File: src/rtl/alut_mem_arbiter22.sv
// ALUT memory arbiter: shares the single-port 256x83 table between
// the address checker, the age checker and software, one access per cycle.
module alut_mem_arbiter22 #(
  parameter int ADDR_W   = 8,
  parameter int DATA_W   = 83,
  parameter int MAX_WAIT = 15
) (
  input  logic              pclk22,
  input  logic              p_reset22,
  input  logic              add_req22,
  input  logic              age_req22,
  input  logic              sw_req22,
  input  logic              add_lock22,
  input  logic              age_lock22,
  input  logic              sw_lock22,
  input  logic              add_write22,
  input  logic              age_write22,
  input  logic              sw_write22,
  input  logic [ADDR_W-1:0] add_addr22,
  input  logic [ADDR_W-1:0] age_addr22,
  input  logic [ADDR_W-1:0] sw_addr22,
  input  logic [DATA_W-1:0] add_wdata22,
  input  logic [DATA_W-1:0] age_wdata22,
  input  logic [DATA_W-1:0] sw_wdata22,
  output logic              add_gnt22,
  output logic              age_gnt22,
  output logic              sw_gnt22,
  output logic              add_rvalid22,
  output logic              age_rvalid22,
  output logic              sw_rvalid22,
  output logic [DATA_W-1:0] rdata22,
  output logic [ADDR_W-1:0] mem_addr22,
  output logic              mem_write22,
  output logic [DATA_W-1:0] mem_wdata22,
  input  logic [DATA_W-1:0] mem_rdata22,
  output logic              busy22
);

  localparam logic [1:0] NONE    = 2'd0;
  localparam logic [1:0] OWN_ADD = 2'd1;
  localparam logic [1:0] OWN_AGE = 2'd2;
  localparam logic [1:0] OWN_SW  = 2'd3;
  localparam logic [7:0] MW      = 8'(MAX_WAIT);

  logic [1:0]        owner;
  logic [1:0]        owner_nxt;
  logic              rr22;
  logic [7:0]        age_cnt;
  logic [7:0]        sw_cnt;
  logic [1:0]        rd_s1;
  logic [1:0]        rd_s2;
  logic              locked;
  logic              age_stv;
  logic              sw_stv;
  logic              any_gnt;
  logic              g_write;
  logic              g_lock;
  logic [1:0]        g_id;
  logic [ADDR_W-1:0] g_addr;
  logic [DATA_W-1:0] g_wdata;

  assign age_stv = age_req22 && (age_cnt == MW);
  assign sw_stv  = sw_req22 && (sw_cnt == MW);

  always_comb begin
    locked = 1'b0;
    case (owner)
      OWN_ADD: locked = add_lock22;
      OWN_AGE: locked = age_lock22;
      OWN_SW:  locked = sw_lock22;
      default: locked = 1'b0;
    endcase
  end

  // rr22 = 0 means age wins the next age/sw tie
  always_comb begin
    add_gnt22 = 1'b0;
    age_gnt22 = 1'b0;
    sw_gnt22  = 1'b0;
    if (!p_reset22) begin
      if (locked) begin
        add_gnt22 = (owner == OWN_ADD) && add_req22;
        age_gnt22 = (owner == OWN_AGE) && age_req22;
        sw_gnt22  = (owner == OWN_SW) && sw_req22;
      end else if (age_stv && sw_stv) begin
        age_gnt22 = !rr22;
        sw_gnt22  = rr22;
      end else if (age_stv) begin
        age_gnt22 = 1'b1;
      end else if (sw_stv) begin
        sw_gnt22 = 1'b1;
      end else if (add_req22) begin
        add_gnt22 = 1'b1;
      end else if (age_req22 && sw_req22) begin
        age_gnt22 = !rr22;
        sw_gnt22  = rr22;
      end else begin
        age_gnt22 = age_req22;
        sw_gnt22  = sw_req22;
      end
    end
  end

  always_comb begin
    any_gnt = add_gnt22 | age_gnt22 | sw_gnt22;
    g_write = 1'b0;
    g_lock  = 1'b0;
    g_id    = NONE;
    g_addr  = add_addr22;
    g_wdata = add_wdata22;
    unique case (1'b1)
      add_gnt22: begin
        g_write = add_write22;
        g_lock  = add_lock22;
        g_id    = OWN_ADD;
      end
      age_gnt22: begin
        g_write = age_write22;
        g_lock  = age_lock22;
        g_id    = OWN_AGE;
        g_addr  = age_addr22;
        g_wdata = age_wdata22;
      end
      sw_gnt22: begin
        g_write = sw_write22;
        g_lock  = sw_lock22;
        g_id    = OWN_SW;
        g_addr  = sw_addr22;
        g_wdata = sw_wdata22;
      end
      default: ;
    endcase
  end

  always_comb begin
    owner_nxt = NONE;
    if (any_gnt && g_lock) owner_nxt = g_id;
    else if (locked)       owner_nxt = owner;
  end

  always_ff @(posedge pclk22) begin
    if (p_reset22) begin
      owner       <= NONE;
      rr22        <= 1'b0;
      age_cnt     <= 8'd0;
      sw_cnt      <= 8'd0;
      rd_s1       <= NONE;
      rd_s2       <= NONE;
      mem_addr22  <= '0;
      mem_write22 <= 1'b0;
      mem_wdata22 <= '0;
    end else begin
      owner       <= owner_nxt;
      mem_write22 <= any_gnt && g_write;
      if (any_gnt) begin
        mem_addr22  <= g_addr;
        mem_wdata22 <= g_wdata;
      end
      rd_s1 <= (any_gnt && !g_write) ? g_id : NONE;
      rd_s2 <= rd_s1;
      if (age_gnt22)     rr22 <= 1'b1;
      else if (sw_gnt22) rr22 <= 1'b0;
      if (!age_req22 || age_gnt22) age_cnt <= 8'd0;
      else if (age_cnt != MW)      age_cnt <= age_cnt + 8'd1;
      if (!sw_req22 || sw_gnt22) sw_cnt <= 8'd0;
      else if (sw_cnt != MW)     sw_cnt <= sw_cnt + 8'd1;
    end
  end

  assign add_rvalid22 = (rd_s2 == OWN_ADD);
  assign age_rvalid22 = (rd_s2 == OWN_AGE);
  assign sw_rvalid22  = (rd_s2 == OWN_SW);
  assign rdata22      = mem_rdata22;
  assign busy22       = (owner != NONE) || (rd_s1 != NONE) || (rd_s2 != NONE);

endmodule

File: config.mk
export PLATFORM = sky130hd
export DESIGN_NAME = alut_mem_arbiter22
export DESIGN_NICKNAME = d
export VERILOG_FILES = /design/src/rtl/alut_mem_arbiter22.sv
export SDC_FILE = /design/constraint.sdc
export NUM_CORES = 1
export LEC_CHECK = 0
export BUFFER_PORTS_ARGS = -buffer_cell sky130_fd_sc_hd__clkbuf_2
export CAP_MARGIN = 20
export CORE_AREA = 2 2 214 216
export DETAILED_ROUTE_END_ITERATION = 6
export DIE_AREA = 0 0 216 218
export SYNTH_ARGS = -nofsm -noshare
export SYNTH_HDL_FRONTEND = slang
export SYNTH_SLANG_ARGS = --single-unit
File: constraint.sdc
create_clock -name pclk22 -period 4.65 [get_ports pclk22]
set_input_delay 0.6975 -clock pclk22 [delete_from_list [all_inputs] [get_ports pclk22]]
set_output_delay 0.6975 -clock pclk22 [all_outputs]
set_load 0.02 [all_outputs]
## After elaboration in Yosys (flattened, before gate mapping)

Index checks and enable logic that the tools add are counted.

| storage, ports and cells | value |
|---|---|
| register bits after elaboration | 115 |
| input port bits | 367 |
| output and inout port bits | 182 |
| word-level logic and storage cells | 80 |

| operators by class | value |
|---|---|
| add/sub/neg operators | 2 |
| equality and inequality tests | 11 |
| muxes and demuxes | 30 |
| bitwise operators | 3 |
| reductions and logical operators | 25 |

Operators by type and width:

| operator | count |
|---|---|
| one-hot mux 83 bit (2 select lines) | 1 |
| 2-to-1 mux 1 bit | 22 |
| adder 8 x 1 -> 8 bit, second input constant | 2 |
| == test 8 x 4 -> 1 bit, second input constant | 2 |
| != test 8 x 4 -> 1 bit, second input constant | 2 |
| one-hot mux 8 bit (2 select lines) | 1 |
| logical AND 1 bit | 10 |
| one-hot mux 1 bit (3 select lines) | 3 |
| == test 2 bit, second input constant | 4 |
| nonzero test 2 bit | 4 |
| one-hot mux 2 bit (3 select lines) | 1 |
| OR reduction 2 bit | 3 |
| == test 2 x 1 -> 1 bit, second input constant | 2 |
| logical NOT 1 bit | 4 |
| logical OR 1 bit | 4 |
| 2-to-1 mux 2 bit | 2 |
| != test 2 x 1 -> 1 bit, second input constant | 1 |
| OR 1 bit | 2 |
| NOT 1 bit | 1 |

## Longest topological paths before layout

| depth | value |
|---|---|
| word-level depth | 13 |
| depth in mapped cells | 11 |

## Worst setup path before layout

Ideal clock, no wire load.

| timing | value |
|---|---|
| path type | flip-flop to output port |
| from | reg sw_cnt[4] |
| to | out sw_gnt22 |
| data arrival time | 1,940 ps |
| data required time | 3,953 ps |
| setup slack | 2,012 ps |
| cell stages (with the launch flop) | 8 |
| path buffers | 2 |
| path through | dfxtp_1 > or4_1 > a211oi_1 > o2bb2ai_1 > or2_1 > buf_2 > inv_2 > clkbuf_1 |

| between the ends | value |
|---|---|
| longest elaborated chain between the ends | 7 |
| elaborated cells between the ends (all ways) | 8 |

Ends and longest elaborated chain:

| item | RTL line | source |
|---|---|---|
| from (decl) | 49 | `logic [7:0] sw_cnt;` |
| from (signal assigned) | 166 | `else if (sw_cnt != MW) sw_cnt <= sw_cnt + 8'd1;` |
| == test 8 x 4 -> 1 bit * | 63 | `assign sw_stv = sw_req22 && (sw_cnt == MW);` |
| logical AND 1 bit * | 63 |  |
| 2-to-1 mux 1 bit | 90 | `end else if (sw_stv) begin` |
| 2-to-1 mux 1 bit | 88 | `end else if (age_stv) begin` |
| 2-to-1 mux 1 bit * | 85 | `end else if (age_stv && sw_stv) begin` |
| 2-to-1 mux 1 bit * | 81 | `if (locked) begin` |
| 2-to-1 mux 1 bit * | 80 | `if (!p_reset22) begin` |
| to (decl) | 27 | `output logic sw_gnt22,` |

Every way passes the cells marked *; elsewhere a longest branch is shown, timed or not.

## Worst setup path in the final report

| timing | value |
|---|---|
| from | reg sw_cnt[7] |
| to | out sw_gnt22 |

The elaborated chain is that of the path after synthesis.

==> impl_metrics.py <==
metrics = {
    "outcome": {
        "outcome": "finished clean",
    },
    "clocking": {
        "cts-htree-levels": 4,
        "root_buffer": "clkbuf_16",
        "postCtsSetupRepairBufs": 0,
        "clk-insertion-delay-late_ns": 0.47,
        "clock_path_buffers": 2,
        "hold_buffers": 0,
        "cts_tree": "yes",
        "cts_resized": 0,
        "cts_sinks": 115,
        "numCtsBuffers": 17,
        "path_clk_slew_ns": 0.06,
    },
    "pwr": {
        "leakagePower_nw": 3.77,
        "ir_drop_mv": 0.224,
        "pwr-share-comb": 0.213,
        "pwr-share-seq": 0.352,
        "clockPowerShare": 0.435,
        "power.switching_mw": 0.974,
        "total_power_mw": 3.22,
        "internal_power_mw": 2.25,
        "swShare": 0.303,
        "power_density_mw_per_mm2": 363,
    },
    "floorplan": {
        "die_area_mm2": 0.0471,
        "core-area_mm2": 0.0449,
        "die_w_um": 216,
        "start_util": 0.143,
        "die_y_um": 218,
        "num_rows": 78,
        "ioPinCount": 549,
    },
    "drt": {
        "drt_iter0_drc": 360,
        "via_per_inst": 4.23,
        "wire_per_inst_um": 15.6,
        "vias": 6861,
        "drtAntennaViolNets": 0,
        "drc_errors": 0,
        "wl_mm": 25.2,
        "first_pass_iters": 4,
    },
    "worst_setup_path": {
        "critPathKind": "reg2out",
        "endpoint_kind": "output pin",
        "reg2reg_to": "mem_wdata22[13]",
        "worstSetupStartpoint": "sw_cnt[7]",
        "cp-start-kind": "flip-flop",
        "path_max_fanout": 50,
        "worst_ep_required_time_ns": 3.95,
        "reg2regPathDepth": 8,
        "reg2reg_slack_ns": 1.77,
        "r2r_start": "sw_cnt[7]",
        "crit_end": "sw_gnt22",
        "critPathArrivalTime_ns": 2.79,
    },
    "synth": {
        "syn_area_per_cell_um2": 8.56,
        "synth_ff_type": "dfxtp_1",
        "yosys-top-cells-area": "dfxtp_1, a221oi_1, o211ai_1",
        "yosysWarningCount": 0,
        "synth_edf_count": 0,
        "synth_top_area_cell": "dfxtp_1",
        "syn_nets": 1119,
        "ys_seq_elements": 115,
        "netlist.area_leader.share": 0.358,
        "async_flop_share": 0,
        "synth_cell_types": 43,
        "netlist_area_mm2": 0.00642,
        "postSynthCellCount": 750,
        "ys_seq_area_frac": 0.358,
    },
    "global_route": {
        "met3_usage": 0.0381,
        "antenna_found_initial": 1,
        "grt_use_total": 0.105,
        "grt_pass1_vias": 6593,
        "grt_pass1_wl_mm": 37.0,
        "grt.busiest_layer": "met2",
        "use_met1": 0.115,
        "use_met2": 0.174,
        "overflow": 0,
        "grt_max_degree": 95,
    },
    "timing": {
        "whs_ns": 0.463,
        "fin_crit_sh": 0.751,
        "fin_tns_setup_ns": 0,
        "setup_violations": 0,
        "slew_headroom": 0.554,
        "hold_viol_final": 0,
        "fin_crit_ns": 3.49,
        "clock_skew_ns": 0.0127,
        "max_freq_mhz": 286,
        "tightest_slew_ns": 0.669,
        "finalMaxSlewViolations": 0,
        "rsz0062_at_grt": "false",
    },
    "placement": {
        "portBuffers": 382,
        "gp_congestion": 0.775,
        "place_hpwl_mm": 18.7,
    },
    "finish": {
        "fill_cells": 5011,
        "final_common_cell": "clkbuf_2",
        "drive_gt1_frac": 0.419,
        "antenna_cells": 0,
        "area.growth.synth_to_final_pct": 38.3,
        "fin_nets": 1377,
        "layout_common_cells": "clkbuf_2, dfxtp_1, inv_1, o211ai_1",
    },
    "worst_hold_path": {
        "hp-class": "reg2reg",
    },
    "flow_run": {
        "drv_cap": 0,
    },
}
worst min path at each step:
stage                         start         endpoint  slack, ns  cells past startpoint
floorplan                  rd_s1[0]         rd_s2[0]       0.44                      1
finish              mem_wdata22[37]  mem_wdata22[37]       0.46                      2
global route               rd_s1[0]         rd_s2[0]       0.48                      1
detailed placement         rd_s1[1]         rd_s2[1]       0.46                      1
global placement           rd_s1[1]         rd_s2[1]       0.45                      1
CTS                      add_lock22         owner[0]       0.46                      3
cell usage after synthesis, types with 5 or more instances:
| cell type | count |
|---|---|
| a21oi_1 | 11 |
| a221oi_1 | 91 |
| a22oi_1 | 91 |
| buf_2 | 24 |
| buf_4 | 83 |
| clkbuf_1 | 45 |
| dfxtp_1 | 115 |
| inv_1 | 96 |
| nand2_1 | 15 |
| nand3_1 | 11 |
| nor2_1 | 17 |
| o211ai_1 | 92 |
| xnor2_1 | 5 |
layout make-up:
type	instances	area, um^2	area share
Sequential cell	115	2300	0.259
Timing Repair Buffer	394	2020	0.227
Tap cell	600	751	0.0845
Inverter	98	370	0.0417
Clock inverter	11	160	0.0180
Clock buffer	21	440	0.0496
Multi-Input combinational cell	382	2840	0.320
sequential cells by signal, indices dropped and copies added (netlist names), 2 cells and up:
name	flops
mem_wdata22	83
age_cnt	8
mem_addr22	8
sw_cnt	8
owner	2
rd_s1	2
rd_s2	2
routing by layer:
metal | vias to the layer above | wire, um
met5 | - | 0
met4 | 0 | 980
met3 | 51 | 2060
met2 | 341 | 11900
met1 | 3200 | 10300
li1 | 3269 | -
worst max-delay path, stage by stage (launching register included):
cell,delay [ns]
dfxtp_1,0.33
or4_1,0.55
a211oi_1,0.22
o2bb2ai_1,0.11
or2_4,0.27
clkinv_2,0.08
buf_4,0.46
clkbuf_2,0.28
through the flow:
stage	util	cell area [um^2]	setup WS, ns	cells
global placement	0.184	8280	1.56	1589
detailed placement	0.184	8280	1.52	1589
floorplan	-	6420	2.01	750
CTS	0.198	8880	1.10	1621
global route	0.198	8880	0.984	1621
finish	0.198	8880	1.16	1621
power groups by stage:
| stage | clock network, mW | registers, mW | logic [mW] |
|---|---|---|---|
| 2_1_floorplan | 0 | 1.25 | 0.387 |
| 3_3_place_gp | 0 | 1.15 | 0.684 |
| 3_5_place_dp | 0 | 1.15 | 0.693 |
| 4_1_cts | 1.46 | 1.13 | 0.695 |
| 5_1_grt | 1.50 | 1.15 | 0.746 |
| 6_report | 1.40 | 1.13 | 0.685 |
cells by family (layout without fill, tap and decap cells):
family | after synthesis | in the layout | synth area share
compound gates | 301 | 301 | 0.367
buf+inv | 253 | 524 | 0.201
flops | 115 | 115 | 0.358
simple gates | 69 | 69 | 0.0557
xor+xnor | 9 | 9 | 0.0123
fa+ha+maj | 2 | 2 | 0.00389
mux | 1 | 1 | 0.00156
Note: power is estimated with default switching activity, not from simulation.
